**src/rtl/pc_target_table.sv**
```systemverilog
// pc_target_table: run-time programmable branch-target table (absolute or PC-relative entries).
// Revision: 1.0
`default_nettype none

module pc_target_table #(
  parameter int D           = 10,
  parameter int A           = 4,
  parameter bit REL_DEFAULT = 1'b0
) (
  input  logic         clk,
  input  logic         reset,
  input  logic         wr_en,
  input  logic [A-1:0] wr_addr,
  input  logic [D-1:0] wr_data,
  input  logic         wr_rel,
  input  logic         lk_req,
  input  logic [A-1:0] lk_addr,
  input  logic [D-1:0] pc,
  output logic         busy,
  output logic         lk_ack,
  output logic [D-1:0] target,
  output logic         miss
);

  localparam int         c_DEPTH    = 2**A;
  localparam logic [A-1:0] c_CNT_LAST = '1;
  localparam logic [0:0] c_S_INIT   = 1'b0;
  localparam logic [0:0] c_S_READY  = 1'b1;

  logic [0:0]         r_state;
  logic [0:0]         w_state_nxt;
  logic [A-1:0]       r_cnt;
  logic [D-1:0]       r_data [c_DEPTH];
  logic [c_DEPTH-1:0] r_rel;
  logic [c_DEPTH-1:0] r_written;
  logic               r_ack;
  logic [D-1:0]       r_target;
  logic               r_miss;

  logic               w_ready;
  logic               w_bypass;
  logic [D-1:0]       w_sel_data;
  logic               w_sel_rel;
  logic [D-1:0]       w_target;
  logic               w_miss;

  // State register
  always_ff @(posedge clk or posedge reset) begin
    if (reset) r_state <= c_S_INIT;
    else       r_state <= w_state_nxt;
  end

  // Next-state logic: READY is terminal until reset
  always_comb begin
    w_state_nxt = r_state;
    if (r_state == c_S_INIT && r_cnt == c_CNT_LAST) w_state_nxt = c_S_READY;
  end

  // Output decode
  always_comb begin
    w_ready = (r_state == c_S_READY);
    busy    = ~w_ready;
  end

  always_ff @(posedge clk or posedge reset) begin
    if (reset)         r_cnt <= '0;
    else if (!w_ready) r_cnt <= r_cnt + 1'b1;
  end

  // Table contents need no reset: the sweep clears every entry before READY.
  always_ff @(posedge clk) begin
    if (!w_ready) begin
      r_data[r_cnt] <= '0;
      r_rel[r_cnt]  <= REL_DEFAULT;
    end else if (wr_en) begin
      r_data[wr_addr] <= wr_data;
      r_rel[wr_addr]  <= wr_rel;
    end
  end

  always_ff @(posedge clk or posedge reset) begin
    if (reset)                r_written          <= '0;
    else if (w_ready && wr_en) r_written[wr_addr] <= 1'b1;
  end

  // Same-index write on the lookup edge is forwarded to the result.
  always_comb begin
    w_bypass   = wr_en && (wr_addr == lk_addr);
    w_sel_data = w_bypass ? wr_data : r_data[lk_addr];
    w_sel_rel  = w_bypass ? wr_rel  : r_rel[lk_addr];
    w_target   = w_sel_rel ? (pc + w_sel_data) : w_sel_data;
    w_miss     = ~(w_bypass | r_written[lk_addr]);
  end

  always_ff @(posedge clk or posedge reset) begin
    if (reset) begin
      r_ack    <= 1'b0;
      r_target <= '0;
      r_miss   <= 1'b0;
    end else begin
      r_ack <= w_ready && lk_req;
      if (w_ready && lk_req) begin
        r_target <= w_target;
        r_miss   <= w_miss;
      end
    end
  end

  assign lk_ack = r_ack;
  assign target = r_target;
  assign miss   = r_miss;

endmodule

`default_nettype wire

```
**config.mk**
```make
export PLATFORM = sky130hd
export DESIGN_NAME = pc_target_table
export DESIGN_NICKNAME = d
export VERILOG_FILES = /design/src/rtl/pc_target_table.sv
export SDC_FILE = /design/constraint.sdc
export NUM_CORES = 1
export LEC_CHECK = 0
export ABC_AREA = 1
export BUFFER_PORTS_ARGS = -buffer_cell sky130_fd_sc_hd__buf_4
export CORE_ASPECT_RATIO = 0.8
export CORE_MARGIN = 2
export CORE_UTILIZATION = 30
export CTS_BUF_LIST = sky130_fd_sc_hd__clkbuf_8
export DETAILED_ROUTE_END_ITERATION = 16
export GPL_TIMING_DRIVEN = 1
export PLACE_DENSITY = 0.56
export SYNTH_ARGS = -nofsm -noshare
export SYNTH_HDL_FRONTEND = slang
export SYNTH_SLANG_ARGS = --single-unit
```
**constraint.sdc**
```tcl
create_clock -name clk -period 2 [get_ports clk]
set_input_delay 0.1 -clock clk [delete_from_list [all_inputs] [get_ports clk]]
set_output_delay 0.1 -clock clk [all_outputs]
set_load 0.01 [all_outputs]
```
==> flow_metrics.env, run 1 <==
export IMPL_crit_path_top_delay_cell="edfxtp_1"
export IMPL_synth_area_um2=9740
export IMPL_start_util_pct=30.7
export IMPL_pwr_density_cell_nw_per_um2=794
export IMPL_viasPerCell=4.91
export IMPL_max_stage_delay_ps=370
export IMPL_synth_edff_count=176
export IMPL_track_usage_pct=16.3
export IMPL_worstSetupPathType="register to register"
export IMPL_worstPathMaxFanout=3
export IMPL_crit_end="target[6]"
export IMPL_synthesis_nets=1017
export IMPL_routed_wirelength_um=27500
export IMPL_crit_start="r_data[8][0]"
export IMPL_num_antenna_cells=0
export IMPL_hold_path_class="input pin to register"
export IMPL_die_y_um=165
export IMPL_arrival_ps=2750
export IMPL_syn_to_final_growth_pct=27.6
export IMPL_seq_area_frac_synth_pct=62.8
export IMPL_grt_setup_unrepaired="yes"
export IMPL_worstSkewPairLatency_ps=530
export IMPL_final_area_um2=12400
export IMPL_fp_dieW_um=205
export IMPL_max_freq_ghz=0.429
export IMPL_fin_nets=1155
export IMPL_grt_overflow=0
export IMPL_vias=7596
export IMPL_synth_avg_cell_area_um2=10.0
export IMPL_critPathBufInv=1
export IMPL_dpl_instance_area_um2=11500
export IMPL_clockBufferDepth=3
export IMPL_r2r_cells=17
export IMPL_synthTopCellsByArea="edfxtp_1 54%, dfrtp_1 8.5%, nand2_1 6.1%, nor2_1 6.0%, o21ai_0 5.2%"
export IMPL_grt_max_degree=37
export IMPL_finalMaxSlewViolations=0
export IMPL_ys_ff_latch=209
export IMPL_synth_top_area_cell="edfxtp_1"
export IMPL_hold_viol_final=0
export IMPL_cp_depth=17
export IMPL_ios=46
export IMPL_leakage_nw=5.09
export IMPL_yosysUniqueCellTypes=28
export IMPL_status="finished, violations left"
export IMPL_setup_viol=9
export IMPL_crit_required_ps=2420
export IMPL_yosys_area_top_type_share_pct=54.3
export IMPL_clock_sinks=209
export IMPL_dp_cells=1478
export IMPL_avgRoutedWirePerCell_um=17.7
export IMPL_root_buffer="clkbuf_8"
export IMPL_grt_pass1_vias=7198
export IMPL_crit_path_end_kind="register"
export IMPL_final_cells=1548
export IMPL_regToRegEndpoint="target[6]"
export IMPL_first_pass_iters=5
export IMPL_synthArstFlopShare_pct=15.8
export IMPL_port_buffer_count=45
export IMPL_reg2reg_from="r_data[8][0]"
export IMPL_rrSetupSlack_ps=-330
export IMPL_antenna_found_initial=0
export IMPL_cts_tree="yes"
export IMPL_slew_limit_headroom_pct=25.6
export IMPL_ir_drop_uv=334
export IMPL_initialDrtViolationCount=754
export IMPL_power_w=0.00987
export IMPL_finClkSkew_ps=21.1
export IMPL_clk_pin_slew_worst_paths_ps=70
export IMPL_dp_slack_ps=-512
export IMPL_drc=0
export IMPL_cp_start_kind="register"
export IMPL_final_common_cell="edfxtp_1"
export IMPL_synth_cells=970
export IMPL_cp_cell_sequence="nor2_1, nor2_1, o21ai_1, o211ai_1, nand3_1, nand3_2, nand2_2, inv_2, ha_4, fa_2, nand3_2, nand2_2, a31oi_1, xor2_1, a21oi_1, nand2_1, nand2_1"
export IMPL_dp_hpwl_um=18500
export IMPL_grt_pass1_wl_um=41800
export IMPL_synthFlopType="edfxtp_1"
export IMPL_ant_nets=0
export IMPL_rows=58
export IMPL_yosys_warnings=0
export IMPL_fin_ws_ps=-332
export IMPL_violations="setup timing"
export IMPL_worst_pin_slew_ps=1110
export IMPL_post_route_period_util_pct=117
export IMPL_gp_congestion=0.862
export IMPL_min_period_ps=2330
export IMPL_cts_made_buffers=35
export IMPL_most_common_layout_cells="176 x edfxtp_1, 144 x nand2_1, 135 x nor2_1"
export IMPL_fp_coreArea_um2=31700
export IMPL_max_cap_viol_count=0
export IMPL_htreeDepth=2
export IMPL_cp_top_family="simple AND/OR/NAND/NOR gates"
export IMPL_die_area_um2=33900
export IMPL_final_layout_size_suffix_gt1_share_pct=24.9
export IMPL_holdPathStages=7
[cells by family (layout without fill, tap and decap cells)]
| logic type | count (synthesis) | in the layout | synth area share [%] |
|---|---|---|---|
| adder cells (fa/ha/maj) | 14 | 14 | 1.88 |
| flip-flops | 209 | 209 | 62.8 |
| AND/OR/NAND/NOR | 399 | 399 | 16.6 |
| AO/OA/AOI/OAI | 208 | 208 | 12.1 |
| XOR/XNOR | 9 | 9 | 0.809 |
| buffers and inverters | 131 | 289 | 5.85 |
[where the power goes]
part	switching (W)	leakage, nW	internal (W)
registers	0.0000487	2.13	0.00484
clock network	0.00170	0.350	0.00170
logic	0.000877	2.61	0.000704
[worst min-delay path by stage]
stage                    endpoint  startpoint
CTS                     target[9]       pc[9]
global route            target[6]      lk_req
detailed placement  r_written[11]       reset
floorplan                  lk_ack       reset
finish                  target[9]       pc[9]
global placement    r_written[10]       reset
[worst min-delay path, delay by kind of cell]
kind,cells,cell delay (ps)
buffers and inverters,2,140
AND/OR/NAND/NOR,5,290
[registers in the layout, indices dropped and copies added, names as in the netlist]
signal,count
r_data,160
r_rel,16
r_written,16
target,10
r_cnt,4
lk_ack,1
miss,1
r_state,1
[routing by layer]
layer  vias to the layer above  GRT usage [%]  part of all wire, %
li1                       3632              -                    -
met1                      3636           23.8                   48
met2                       288           24.7                   43
met3                        40           3.16                  7.2
met4                         0           3.92                  1.5
met5                         -              0                    0
[Yosys cell counts, types with 4 or more instances]
library cell,number
edfxtp_1,176
nand2_1,157
nor2_1,156
o21ai_0,101
nand3_1,80
inv_1,74
dfrtp_1,33
o211ai_1,33
o21ai_1,24
clkbuf_1,23
a21oi_1,20
buf_2,20
o22ai_1,17
ha_1,13
o21bai_1,9
buf_6,6
inv_2,5
xnor2_1,5
xor2_1,4
[metrics by stage]
stage | setup TNS, ps | util, % | hold slack, ps
floorplan | -872 | - | 229
global placement | -3760 | 36.2 | 233
detailed placement | -3940 | 36.2 | 235
CTS | -2420 | 38.5 | 19.6
global route | -4730 | 39.2 | 71.7
finish | -2060 | 39.2 | 42.7
[cell type report]
class	count	area, um^2
Fill cell	3129	19300
Sequential cell	209	6110
Multi-Input combinational cell	630	3440
Timing Repair Buffer	153	1440
Tap cell	420	526
Clock buffer	37	509
Inverter	79	299
Clock inverter	20	88.8
[timing repair]
action,in CTS,in global routing
hold buffers,2,0
setup endpoints to repair,61,213
cloned,0,1
setup buffers,4,7
endpoints found under the hold margin,34,0
pin swaps,24,29
resized for setup,20,42
Note: power is estimated with default switching activity, not from simulation.
==> run 2, diff against run 1 <==
- CORE_UTILIZATION: 30 -> 50
- PLACE_DENSITY: 0.56 -> 0.8
- SKIP_LAST_GASP: unset -> 1
==> run 2 against run 1 <==
Net effect:
- register-to-register slack hardly changed
- the flow still finishes with violations (setup timing)
- final area is 1.6% lower
- clock skew is 4.4 ps higher
- critical path depth is 1 higher
- flip-flop and latch count stayed put
- utilization is 25 points higher
- die area is 39% lower
- clock power is 6.5% lower
- worst setup slack worse by 9.3 ps
- via count is 4.3% higher
==> flow_metrics.env, run 2 (same netlist as run 1, synthesis figures left out) <==
export IMPL_ant_nets=0
export IMPL_grt_overflow=0
export IMPL_arrival_ps=2810
export IMPL_violations="setup timing"
export IMPL_hold_viol_final=0
export IMPL_multi_input_comb_area_um2=3410
export IMPL_max_freq_ghz=0.427
export IMPL_initialDrtViolationCount=853
export IMPL_regArea_um2=6110
export IMPL_max_cap_viol_count=0
export IMPL_worstPathMaxFanout=3
export IMPL_swShare_pct=26.0
export IMPL_track_usage_pct=25.2
export IMPL_setup_tns_ps=-2440
export IMPL_fp_dieW_um=160
export IMPL_start_util_pct=51.2
export IMPL_crit_path_top_delay_cell="edfxtp_1"
export IMPL_worst_pin_slew_ps=992
export IMPL_dp_hpwl_um=16900
export IMPL_final_layout_size_suffix_gt1_share_pct=24.4
export IMPL_first_pass_iters=6
export IMPL_fp_coreArea_um2=19000
export IMPL_drc=0
export IMPL_met2_usage_pct=38.5
export IMPL_power_internal_w=0.00716
export IMPL_gp_congestion=0.903
export IMPL_root_buffer="clkbuf_8"
export IMPL_crit_path_end_kind="register"
export IMPL_clockBufferDepth=3
export IMPL_vias=7920
export IMPL_final_util_pct=64.2
export IMPL_viasPerCell=5.67
export IMPL_clock_sinks=209
export IMPL_max_stage_delay_ps=380
export IMPL_die_area_um2=20600
export IMPL_antenna_found_initial=0
export IMPL_holdPathStages=5
export IMPL_finalMaxSlewViolations=0
export IMPL_fin_ws_ps=-342
export IMPL_leakage_nw=5.10
export IMPL_met3_usage_pct=5.90
export IMPL_hold_path_class="input pin to register"
export IMPL_worstSkewPairLatency_ps=580
export IMPL_min_to="r_written[2]"
export IMPL_finClkSkew_ps=25.5
export IMPL_combinationalPowerShare_pct=16.7
export IMPL_pwr_density_cell_nw_per_um2=792
export IMPL_cp_common_cell="nand3_2"
export IMPL_top_usage_layer="met2"
export IMPL_grt_pass1_wl_um=40400
export IMPL_fin_nets=1163
export IMPL_reg2reg_from="r_data[12][0]"
export IMPL_routed_wirelength_um=26000
export IMPL_clk_pin_slew_worst_paths_ps=70
export IMPL_rrSetupSlack_ps=-340
export IMPL_largest_reg_flops=160
export IMPL_syn_to_final_growth_pct=25.5
export IMPL_grt_max_degree=37
export IMPL_grt_setup_unrepaired="yes"
export IMPL_top_register="r_data"
export IMPL_min_from="wr_addr[3]"
export IMPL_min_period_ps=2340
export IMPL_rows=45
export IMPL_setup_viol=9
export IMPL_status="finished, violations left"
export IMPL_grt_pass1_vias=7579
export IMPL_ir_drop_uv=544
export IMPL_p_switching_w=0.00252
export IMPL_regToRegEndpoint="target[8]"
export IMPL_worstSetupPathType="register to register"
export IMPL_nFillCells=1431
export IMPL_cts_tree="yes"
export IMPL_p_seq_share_pct=50.5
export IMPL_num_antenna_cells=0
export IMPL_clockPowerShare_pct=32.8
export IMPL_post_route_period_util_pct=117
export IMPL_port_buffer_count=45
export IMPL_final_common_cell="edfxtp_1"
export IMPL_crit_start="r_data[12][0]"
export IMPL_htreeDepth=1
export IMPL_ios=46
export IMPL_avgRoutedWirePerCell_um=18.6
export IMPL_cp_cell_sequence="nor2_1, nor2_1, o21ai_0, o211ai_1, nand3_1, nand3_2, nand2_2, inv_2, ha_4, fa_2, nand3_2, nand2_2, nand4_1, nand3_1, xnor2_1, nand2_1, nand3_2, nand2_1"
export IMPL_cp_start_kind="register"
export IMPL_global_route_usage_met1_pct=35.7
export IMPL_r2r_cells=18
export IMPL_crit_required_ps=2460
export IMPL_top_regs="r_data: 160 flops, r_rel: 16 flops, r_written: 16 flops"
export IMPL_cts_made_buffers=31
export IMPL_die_y_um=129
export IMPL_slew_limit_headroom_pct=33.6
export IMPL_most_common_layout_cells="176 x edfxtp_1, 144 x nand2_1, 135 x buf_4"
==> run 2: changes by cell type in the layout (fill, tap and decap cells not counted), sizes merged <==
cell / change
buf: +8
clkbuf: -5
dlygate4sd3: +4
inv: +2
bufinv: +1
==> run 2: critical path: cells and delay by family, from the launching register on <==
family,cells,cell delay (ps)
AOI/OAI and AO/OA,2,170
buffers and inverters,1,50
xor gates and xnor gates,1,150
DFF,1,380
and+or+nand+nor,12,1010
adders and majority gates,2,510
==> run 2: cell type report <==
| cell class | instances | share of cell area [%] |
|---|---|---|
| Multi-Input combinational cell | 630 | 27.9 |
| Clock inverter | 23 | 0.952 |
| Clock buffer | 32 | 3.60 |
| Timing Repair Buffer | 165 | 12.4 |
| Sequential cell | 209 | 50.0 |
| Inverter | 79 | 2.47 |
| Tap cell | 258 | 2.64 |
==> run 2: repair_timing <==
item / 4_1_cts / 5_1_grt
gates resized for setup: 22 / 34
pin swaps: 20 / 30
hold buffers: 6 / 0
hold endpoints to repair: 41 / 0
buffers inserted: 18 / 4
setup endpoints to repair: 109 / 255
==> run 2: how the worst max path moves through the flow <==
stage	endpoint	slack [ps]	cells after the start
floorplan	target[6]	-290	20
global placement	target[6]	-450	19
detailed placement	target[6]	-530	19
CTS	target[6]	-310	17
global route	target[8]	-530	18
finish	target[8]	-340	18
==> run 2: metrics by stage <==
stage | setup WS, ps | hold WS, ps | total power, W | std cells | area [um^2]
final | -342 | 46.6 | 0.00967 | 1396 | 12200
after detailed placement | -528 | 231 | 0.00637 | 1315 | 11300
after floorplan | -292 | 229 | 0.00578 | 970 | 9930
after global placement | -450 | 221 | 0.00633 | 1315 | 11300
after CTS | -312 | 31.7 | 0.00960 | 1394 | 12100
after global routing | -534 | 74.9 | 0.0100 | 1396 | 12200
==> run 2: power by group through the flow <==
stage / registers, W / clock network (W) / logic (W)
2_1_floorplan: 0.00499 / 0 / 0.000792
3_3_place_gp: 0.00497 / 0 / 0.00136
3_5_place_dp: 0.00497 / 0 / 0.00140
4_1_cts: 0.00488 / 0.00320 / 0.00152
5_1_grt: 0.00489 / 0.00340 / 0.00174
6_report: 0.00489 / 0.00318 / 0.00161
==> run 2: per-layer routing <==
layer,wire length [um],vias up
met3,2750,67
li1,-,3657
met2,11600,451
met1,10900,3745
met4,715,0
met5,0,-
